## src/rtl/bram_bank_arbiter.sv

```systemverilog
// Multi-requester, multi-bank BRAM arbiter: per-bank fixed-priority or round-robin
// grant, registered bank issue, per-bank read tag pipelines, saturating stall counter.
module bram_bank_arbiter #(
    parameter int NUM_REQ   = 4,
    parameter int NUM_BANKS = 2,
    parameter int ADDR_W    = 13,
    parameter int DATA_W    = 32,
    parameter int RD_LAT    = 2,
    parameter int RR_MODE   = 1,
    localparam int BS_W     = (NUM_BANKS > 1) ? $clog2(NUM_BANKS) : 0,
    localparam int BA_W     = ADDR_W - BS_W,
    localparam int ID_W     = $clog2(NUM_REQ)
) (
    input  logic                          wb_clk_i,
    input  logic                          wb_rst_i,
    input  logic [NUM_REQ-1:0]            req_valid,
    input  logic [NUM_REQ-1:0]            req_we,
    input  logic [NUM_REQ*ADDR_W-1:0]     req_addr,
    input  logic [NUM_REQ*DATA_W-1:0]     req_wdata,
    output logic [NUM_REQ-1:0]            req_ready,
    output logic [NUM_REQ-1:0]            rsp_valid,
    output logic [NUM_REQ*DATA_W-1:0]     rsp_rdata,
    output logic [NUM_BANKS-1:0]          bank_en,
    output logic [NUM_BANKS-1:0]          bank_we,
    output logic [NUM_BANKS*BA_W-1:0]     bank_addr,
    output logic [NUM_BANKS*DATA_W-1:0]   bank_wdata,
    input  logic [NUM_BANKS*DATA_W-1:0]   bank_rdata,
    output logic [15:0]                   stall_cnt,
    input  logic                          stall_clr
);

    function automatic int unsigned bank_of(input logic [ADDR_W-1:0] a);
        return 32'(a >> BA_W);
    endfunction

    logic [NUM_REQ-1:0]              elig    [NUM_BANKS];
    logic [NUM_REQ-1:0]              onehot  [NUM_BANKS];
    logic [NUM_BANKS-1:0]            win_vld;
    logic [ID_W-1:0]                 win_id  [NUM_BANKS];
    logic [NUM_BANKS-1:0]            win_we;
    logic [BA_W-1:0]                 win_addr  [NUM_BANKS];
    logic [DATA_W-1:0]               win_wdata [NUM_BANKS];
    logic [NUM_REQ-1:0]              grant;
    logic [ID_W-1:0]                 rr_ptr  [NUM_BANKS];
    logic [ID_W-1:0]                 issue_id [NUM_BANKS];
    logic [RD_LAT-1:0]               tag_vld [NUM_BANKS];
    logic [RD_LAT-1:0][ID_W-1:0]     tag_id  [NUM_BANKS];
    logic [NUM_REQ-1:0]              rsp_vld_nxt;
    logic [NUM_REQ*DATA_W-1:0]       rsp_data_nxt;
    logic                            stall_any;

    // A requester whose req_ready is high this cycle is masked so one request
    // is never granted twice.
    always_comb begin : arb
        logic [ID_W-1:0] start;
        logic [ID_W:0]   sum;
        logic [ID_W-1:0] pos;
        grant = '0;
        start = '0;
        sum   = '0;
        pos   = '0;
        for (int unsigned b = 0; b < NUM_BANKS; b++) begin
            elig[b]      = '0;
            onehot[b]    = '0;
            win_vld[b]   = 1'b0;
            win_id[b]    = '0;
            win_we[b]    = 1'b0;
            win_addr[b]  = '0;
            win_wdata[b] = '0;
            for (int unsigned i = 0; i < NUM_REQ; i++) begin
                elig[b][i] = req_valid[i] && !req_ready[i]
                             && (bank_of(req_addr[i*ADDR_W +: ADDR_W]) == b);
            end
            start = (RR_MODE != 0) ? rr_ptr[b] : '0;
            for (int unsigned o = 0; o < NUM_REQ; o++) begin
                sum = {1'b0, start} + (ID_W+1)'(o);
                if (sum >= (ID_W+1)'(NUM_REQ)) sum = sum - (ID_W+1)'(NUM_REQ);
                pos = sum[ID_W-1:0];
                for (int unsigned i = 0; i < NUM_REQ; i++) begin
                    if (!win_vld[b] && elig[b][i] && (pos == ID_W'(i))) begin
                        win_vld[b]   = 1'b1;
                        win_id[b]    = ID_W'(i);
                        onehot[b][i] = 1'b1;
                    end
                end
            end
            for (int unsigned i = 0; i < NUM_REQ; i++) begin
                if (onehot[b][i]) begin
                    win_we[b]    = req_we[i];
                    win_addr[b]  = req_addr[i*ADDR_W +: BA_W];
                    win_wdata[b] = req_wdata[i*DATA_W +: DATA_W];
                end
            end
            grant = grant | onehot[b];
        end
    end

    always_ff @(posedge wb_clk_i or posedge wb_rst_i) begin
        if (wb_rst_i) begin
            req_ready  <= '0;
            bank_en    <= '0;
            bank_we    <= '0;
            bank_addr  <= '0;
            bank_wdata <= '0;
            for (int unsigned b = 0; b < NUM_BANKS; b++) begin
                rr_ptr[b]   <= '0;
                issue_id[b] <= '0;
            end
        end else begin
            req_ready <= grant;
            for (int unsigned b = 0; b < NUM_BANKS; b++) begin
                bank_en[b]  <= win_vld[b];
                bank_we[b]  <= win_vld[b] && win_we[b];
                issue_id[b] <= win_id[b];
                if (win_vld[b]) begin
                    bank_addr[b*BA_W +: BA_W] <= win_addr[b];
                    if (win_we[b]) bank_wdata[b*DATA_W +: DATA_W] <= win_wdata[b];
                    if (RR_MODE != 0)
                        rr_ptr[b] <= (win_id[b] == ID_W'(NUM_REQ - 1)) ? '0 : win_id[b] + 1'b1;
                end
            end
        end
    end

    // Tag pipeline is fed from the registered issue so its tail lines up with bank_rdata.
    always_ff @(posedge wb_clk_i or posedge wb_rst_i) begin
        if (wb_rst_i) begin
            for (int unsigned b = 0; b < NUM_BANKS; b++) begin
                tag_vld[b] <= '0;
                tag_id[b]  <= '0;
            end
        end else begin
            for (int unsigned b = 0; b < NUM_BANKS; b++) begin
                tag_vld[b][0] <= bank_en[b] && !bank_we[b];
                tag_id[b][0]  <= issue_id[b];
                for (int unsigned s = 1; s < RD_LAT; s++) begin
                    tag_vld[b][s] <= tag_vld[b][s-1];
                    tag_id[b][s]  <= tag_id[b][s-1];
                end
            end
        end
    end

    always_comb begin
        rsp_vld_nxt  = '0;
        rsp_data_nxt = rsp_rdata;
        for (int unsigned b = 0; b < NUM_BANKS; b++) begin
            for (int unsigned i = 0; i < NUM_REQ; i++) begin
                if (tag_vld[b][RD_LAT-1] && (tag_id[b][RD_LAT-1] == ID_W'(i))) begin
                    rsp_vld_nxt[i] = 1'b1;
                    rsp_data_nxt[i*DATA_W +: DATA_W] = bank_rdata[b*DATA_W +: DATA_W];
                end
            end
        end
    end

    always_ff @(posedge wb_clk_i or posedge wb_rst_i) begin
        if (wb_rst_i) begin
            rsp_valid <= '0;
            rsp_rdata <= '0;
        end else begin
            rsp_valid <= rsp_vld_nxt;
            rsp_rdata <= rsp_data_nxt;
        end
    end

    assign stall_any = |(req_valid & ~req_ready & ~grant);

    always_ff @(posedge wb_clk_i or posedge wb_rst_i) begin
        if (wb_rst_i)
            stall_cnt <= '0;
        else if (stall_clr)
            stall_cnt <= '0;
        else if (stall_any && (stall_cnt != '1))
            stall_cnt <= stall_cnt + 16'd1;
    end

endmodule

```

## config.mk

```make
export PLATFORM = sky130hd
export DESIGN_NAME = bram_bank_arbiter
export DESIGN_NICKNAME = d
export VERILOG_FILES = /design/src/rtl/bram_bank_arbiter.sv
export SDC_FILE = /design/constraint.sdc
export NUM_CORES = 1
export LEC_CHECK = 0
export BUFFER_PORTS_ARGS = -buffer_cell sky130_fd_sc_hd__buf_2
export CELL_PAD_IN_SITES_DETAIL_PLACEMENT = 1
export CELL_PAD_IN_SITES_GLOBAL_PLACEMENT = 2
export CORE_ASPECT_RATIO = 1.1
export CORE_MARGIN = 2
export CORE_UTILIZATION = 25
export DETAILED_ROUTE_END_ITERATION = 8
export PLACE_DENSITY = 0.82
export REMOVE_ABC_BUFFERS = 1
export SYNTH_ARGS = -nofsm -noshare
export SYNTH_HDL_FRONTEND = slang
export SYNTH_SLANG_ARGS = --single-unit
```

## constraint.sdc

```tcl
create_clock -name wb_clk_i -period 8.3 [get_ports wb_clk_i]
set_clock_uncertainty 0.2 [all_clocks]
set_input_delay 0.83 -clock wb_clk_i [delete_from_list [all_inputs] [get_ports wb_clk_i]]
set_output_delay 0.83 -clock wb_clk_i [all_outputs]
set_load 0.03 [all_outputs]
```

==> summary by stage <==
Global route
Global routing consumed, on the met2 layer, about a third of the routing resources. The via count of the first global-routing pass is 13200. Entering global routing, the biggest net connects 151 pins.

For met1 alone, demand over resource in global routing was a little under a quarter. Global routing used 19.7% of the available tracks across all layers. The initial antenna violation count is 20. The busiest layer in global routing is met2. For this run, global-route usage on met3 was measured as ~6.3%. The first global-routing pass estimated 79400 um of wire. The remaining global-route overflow is 0.

Critical path
The reg-to-reg endpoint is bank_wdata[58]. The worst-case register-to-register setup slack is ~4600 ps. The worst setup path is captured at a flop. The element type at the critical path start is a flop.

The maximum cell stage delay along the critical path is ~560 ps. The setup path with the least slack is of type flop to flop. The critical path goes through nand3b_1 -> or3b_1 -> o31ai_4 -> buf_4 -> a22oi_1 -> a211oi_4 -> buf_4 -> nor2_1 -> a31oi_1.

Among all stages on the critical path, the largest delay is contributed by sky130_fd_sc_hd__buf_4. The largest fanout on the critical path is 65. The most frequent cell on the critical path is sky130_fd_sc_hd__buf_4. Data on the critical path is required at its endpoint by 8540 ps.

The data arrival time at the worst-slack endpoint is 3920 ps. The worst register-to-register path has a depth of 9. The worst reg2reg path startpoint is req_ready[2].

Logic synthesis
The yosys synthesis warning count is 0. The fraction of registers with async set or reset after synthesis is 100%. The count of state elements after synthesis is 264.

For this run, the leading register cell type out of synthesis is sky130_fd_sc_hd__dfrtp_1. The netlist uses 59 different library cells. The synthesized cell area is 12700 um^2. A synthesized cell averages 9.86 um^2.

The number of cells produced by synthesis is 1286. The sequential cell area fraction in the yosys report is a little over half. The number of flops mapped to enable cells by yosys is 0.

Worst hold path
The path with the worst hold slack has its endpoint at tag_id[2]. The worst hold path was traced through 0 stages. The min-delay analysis places its worst path in the category flop to flop.

The beginning of the worst hold path is tag_id[0].

Final layout
After the flow finishes, the layout carries non-filler instances totaling ~2400. The layout has 5885 filler cells. In the final layout, the share of cells above drive strength 1 is 34.3%. The number of nets in the layout is 1995. The area growth from synthesis to layout is 34.2%.

STA
The final count of hold timing violations came to 0. The final setup violation count is 0. Timing would allow up to 272 MHz.

Headroom to the max-slew limit came out at between 30% and 40%. For the pin with the worst max-slew slack, the measured transition is ~980 ps. Setup repair after global routing left no endpoint under its margin. The total count of max-transition violations in the final report is 0. The final critical delay including setup and external delays is 3680 ps. The period utilization is between 40% and 50%. Hold timing on the final database bottoms out at a slack of 138 ps.

Status
The final reports fail on design-rule violations. The flow ran to the end, but the final reports show violations.

CTS
Clock tree synthesis inserted a total of 34 buffers. The quantity of hold-fixing buffers added after cts is 0. The tree built by TritonCTS fans out to approximately 260 sinks. The master cell of the clock root buffer is sky130_fd_sc_hd__clkbuf_16. Buffers added to address setup during post-CTS repair amount to 0.

TritonCTS built the clock tree. The clock latency reported for the late side of the worst-skew pair is 530 ps. The H-tree depth is 2. No sink is reached through more buffers than the 3 on the longest clock path. After clock tree synthesis, the clock-pin slew on the worst setup and hold paths is roughly 60 ps.

Gates resized during post-CTS repair numbered 0.

Die
From left edge to right edge, the die measures 219 um. The full die area is 52600 um^2. The number of primary I/O pins is around 500. After floorplanning, the core was divided into 86 placement rows. After floorplanning, the core was sized to cover 50100 um^2. The floorplan step set the die height to roughly 240 um. Once the floorplan was initialized, standard cells occupied 25.3% of the core.

Run
Across the run, the number of max-cap violations was 0.

Detailed routing
The number of vias per cell is a little over 5. Wires add up to 53800 um. For this block, the via count after detailed routing is 12600. After detailed routing, the average wire length per cell comes to 22.1 um. The first TritonRoute pass finished after 9 iterations.

After the first detailed-routing iteration, the DRC count stood at 1030. The post-route DRC violation count is 4. Once detail routing completed, the nets flagged for antenna violations numbered 0.

Place
The last weighted congestion value of the routability-driven placer is between 0.8 and 0.9. The half-perimeter wire length of the detailed placement result is 37400 um. The placed instance count is 2363. The number of buffers inserted by port buffering is 498.

Pwr
Summed over all cells, the static leakage comes to around 0.0082 uW. The worst-case IR drop observed on VDD is 0.000219 V. The power density of the placed cells is 423 nW/um^2.
[final cells by class]
cell class                      instances  area, um^2  share of cell area [%]
Sequential cell                       264        6610                    38.8
Multi-Input combinational cell        909        5750                    33.8
Timing Repair Buffer                  522        2690                    15.8
Clock buffer                           51        1020                    5.97
Tap cell                              660         826                    4.85
Clock inverter                          9        81.3                   0.478
Inverter                                8        37.5                   0.221
Antenna cell                            7        17.5                   0.103
[report_power, final]
part	total [uW]	internal, uW	switching [uW]	leakage, uW
Combinational	3450	1020	2420	0.00445
Sequential	2280	1900	389	0.00320
Clock	1470	877	589	0.000533
Total	7200	3800	3400	0.00818
[Yosys cell counts (5+ instances only)]
library cell | number | area (um^2)
sky130_fd_sc_hd__nand3_1 | 6 | 30.0
sky130_fd_sc_hd__o31ai_1 | 8 | 60.1
sky130_fd_sc_hd__nand2_1 | 231 | 867
sky130_fd_sc_hd__clkbuf_1 | 84 | 315
sky130_fd_sc_hd__o21ai_1 | 9 | 45.0
sky130_fd_sc_hd__a31oi_1 | 65 | 407
sky130_fd_sc_hd__nor3b_1 | 5 | 37.5
sky130_fd_sc_hd__a221o_1 | 12 | 120
sky130_fd_sc_hd__nor2_1 | 95 | 357
sky130_fd_sc_hd__o21ai_0 | 143 | 716
sky130_fd_sc_hd__a222oi_1 | 76 | 761
sky130_fd_sc_hd__nand3b_1 | 6 | 45.0
sky130_fd_sc_hd__buf_1 | 5 | 18.8
sky130_fd_sc_hd__or3_1 | 10 | 62.6
sky130_fd_sc_hd__mux2i_1 | 129 | 1290
sky130_fd_sc_hd__a21oi_1 | 28 | 140
sky130_fd_sc_hd__or2_2 | 7 | 43.8
sky130_fd_sc_hd__inv_1 | 8 | 30.0
sky130_fd_sc_hd__dfrtp_1 | 264 | 6610
sky130_fd_sc_hd__a22oi_1 | 15 | 113
sky130_fd_sc_hd__buf_2 | 15 | 75.1
[cells in the final DEF, fill, tap and decap left out, types with 15 or more instances in the layout]
cell                          n
sky130_fd_sc_hd__nand2_1    231
sky130_fd_sc_hd__mux2i_1    129
sky130_fd_sc_hd__buf_4       23
sky130_fd_sc_hd__a21oi_1     28
sky130_fd_sc_hd__a22oi_1     15
sky130_fd_sc_hd__o21ai_0    143
sky130_fd_sc_hd__buf_2      498
sky130_fd_sc_hd__dfrtp_1    264
sky130_fd_sc_hd__a222oi_1    76
sky130_fd_sc_hd__clkbuf_16   35
sky130_fd_sc_hd__a31oi_1     65
sky130_fd_sc_hd__nor2_1      92
[metal layers]
layer  part of all wire, %  wire (um)  vias to the layer above
met3                   8.9       4760                      101
met2                    48      25900                      538
li1                      -          -                     5671
met5                  0.14         74                        -
met1                    40      21400                     6288
met4                   3.1       1680                       14
[stage by stage]
step,TNS (ps),instance area [um^2],setup WS (ps),utilization [%],power (uW)
final,0,17000,4620,33.9,7200
after global routing,0,17000,4360,33.9,7640
after CTS,0,17000,4580,33.9,7300
after detailed placement,0,15900,4200,31.7,5780
after global placement,0,15900,4360,31.7,5680
after floorplan,-6830,12300,-207,-,4490
[how the worst max path moves through the flow]
stage	from	end	slack, ps
floorplan	req_addr[12]	bank_wdata[32]	-210
global placement	req_addr[12]	bank_wdata[25]	4360
detailed placement	req_addr[38]	bank_wdata[58]	4200
CTS	req_ready[2]	bank_wdata[58]	4580
global route	req_ready[2]	bank_wdata[58]	4360
finish	req_ready[2]	bank_wdata[58]	4620
[worst max-delay path: cells and delay by family, from the launching register on]
kind | cells | cell delay, ps
compound gates | 4 | 790
buf+inv | 2 | 1120
flops | 1 | 470
simple gates | 3 | 950
[registers in the layout, indices dropped and copies added, names as in the netlist]
name and flops:
bank_addr 24, arb.start 2, stall_cnt 16, rsp_rdata 128, issue_id 4, bank_we 2, req_ready 4, tag_id 8
rsp_valid 4, rr_ptr 2, tag_vld 4, bank_wdata 64, bank_en 2
[kinds of logic (layout without fill, tap and decap cells)]
logic type,after synthesis,in the layout,synth area share [%]
XOR/XNOR,1,1,0.0691
AO/OA/AOI/OAI,376,376,20.0
buffers and inverters,113,590,3.52
AND/OR/NAND/NOR,401,401,13.9
adder cells (fa/ha/maj),1,1,0.0986
multiplexers,130,130,10.3
other,0,7,0
flip-flops,264,264,52.1
Power figures use the tool's default switching activity.
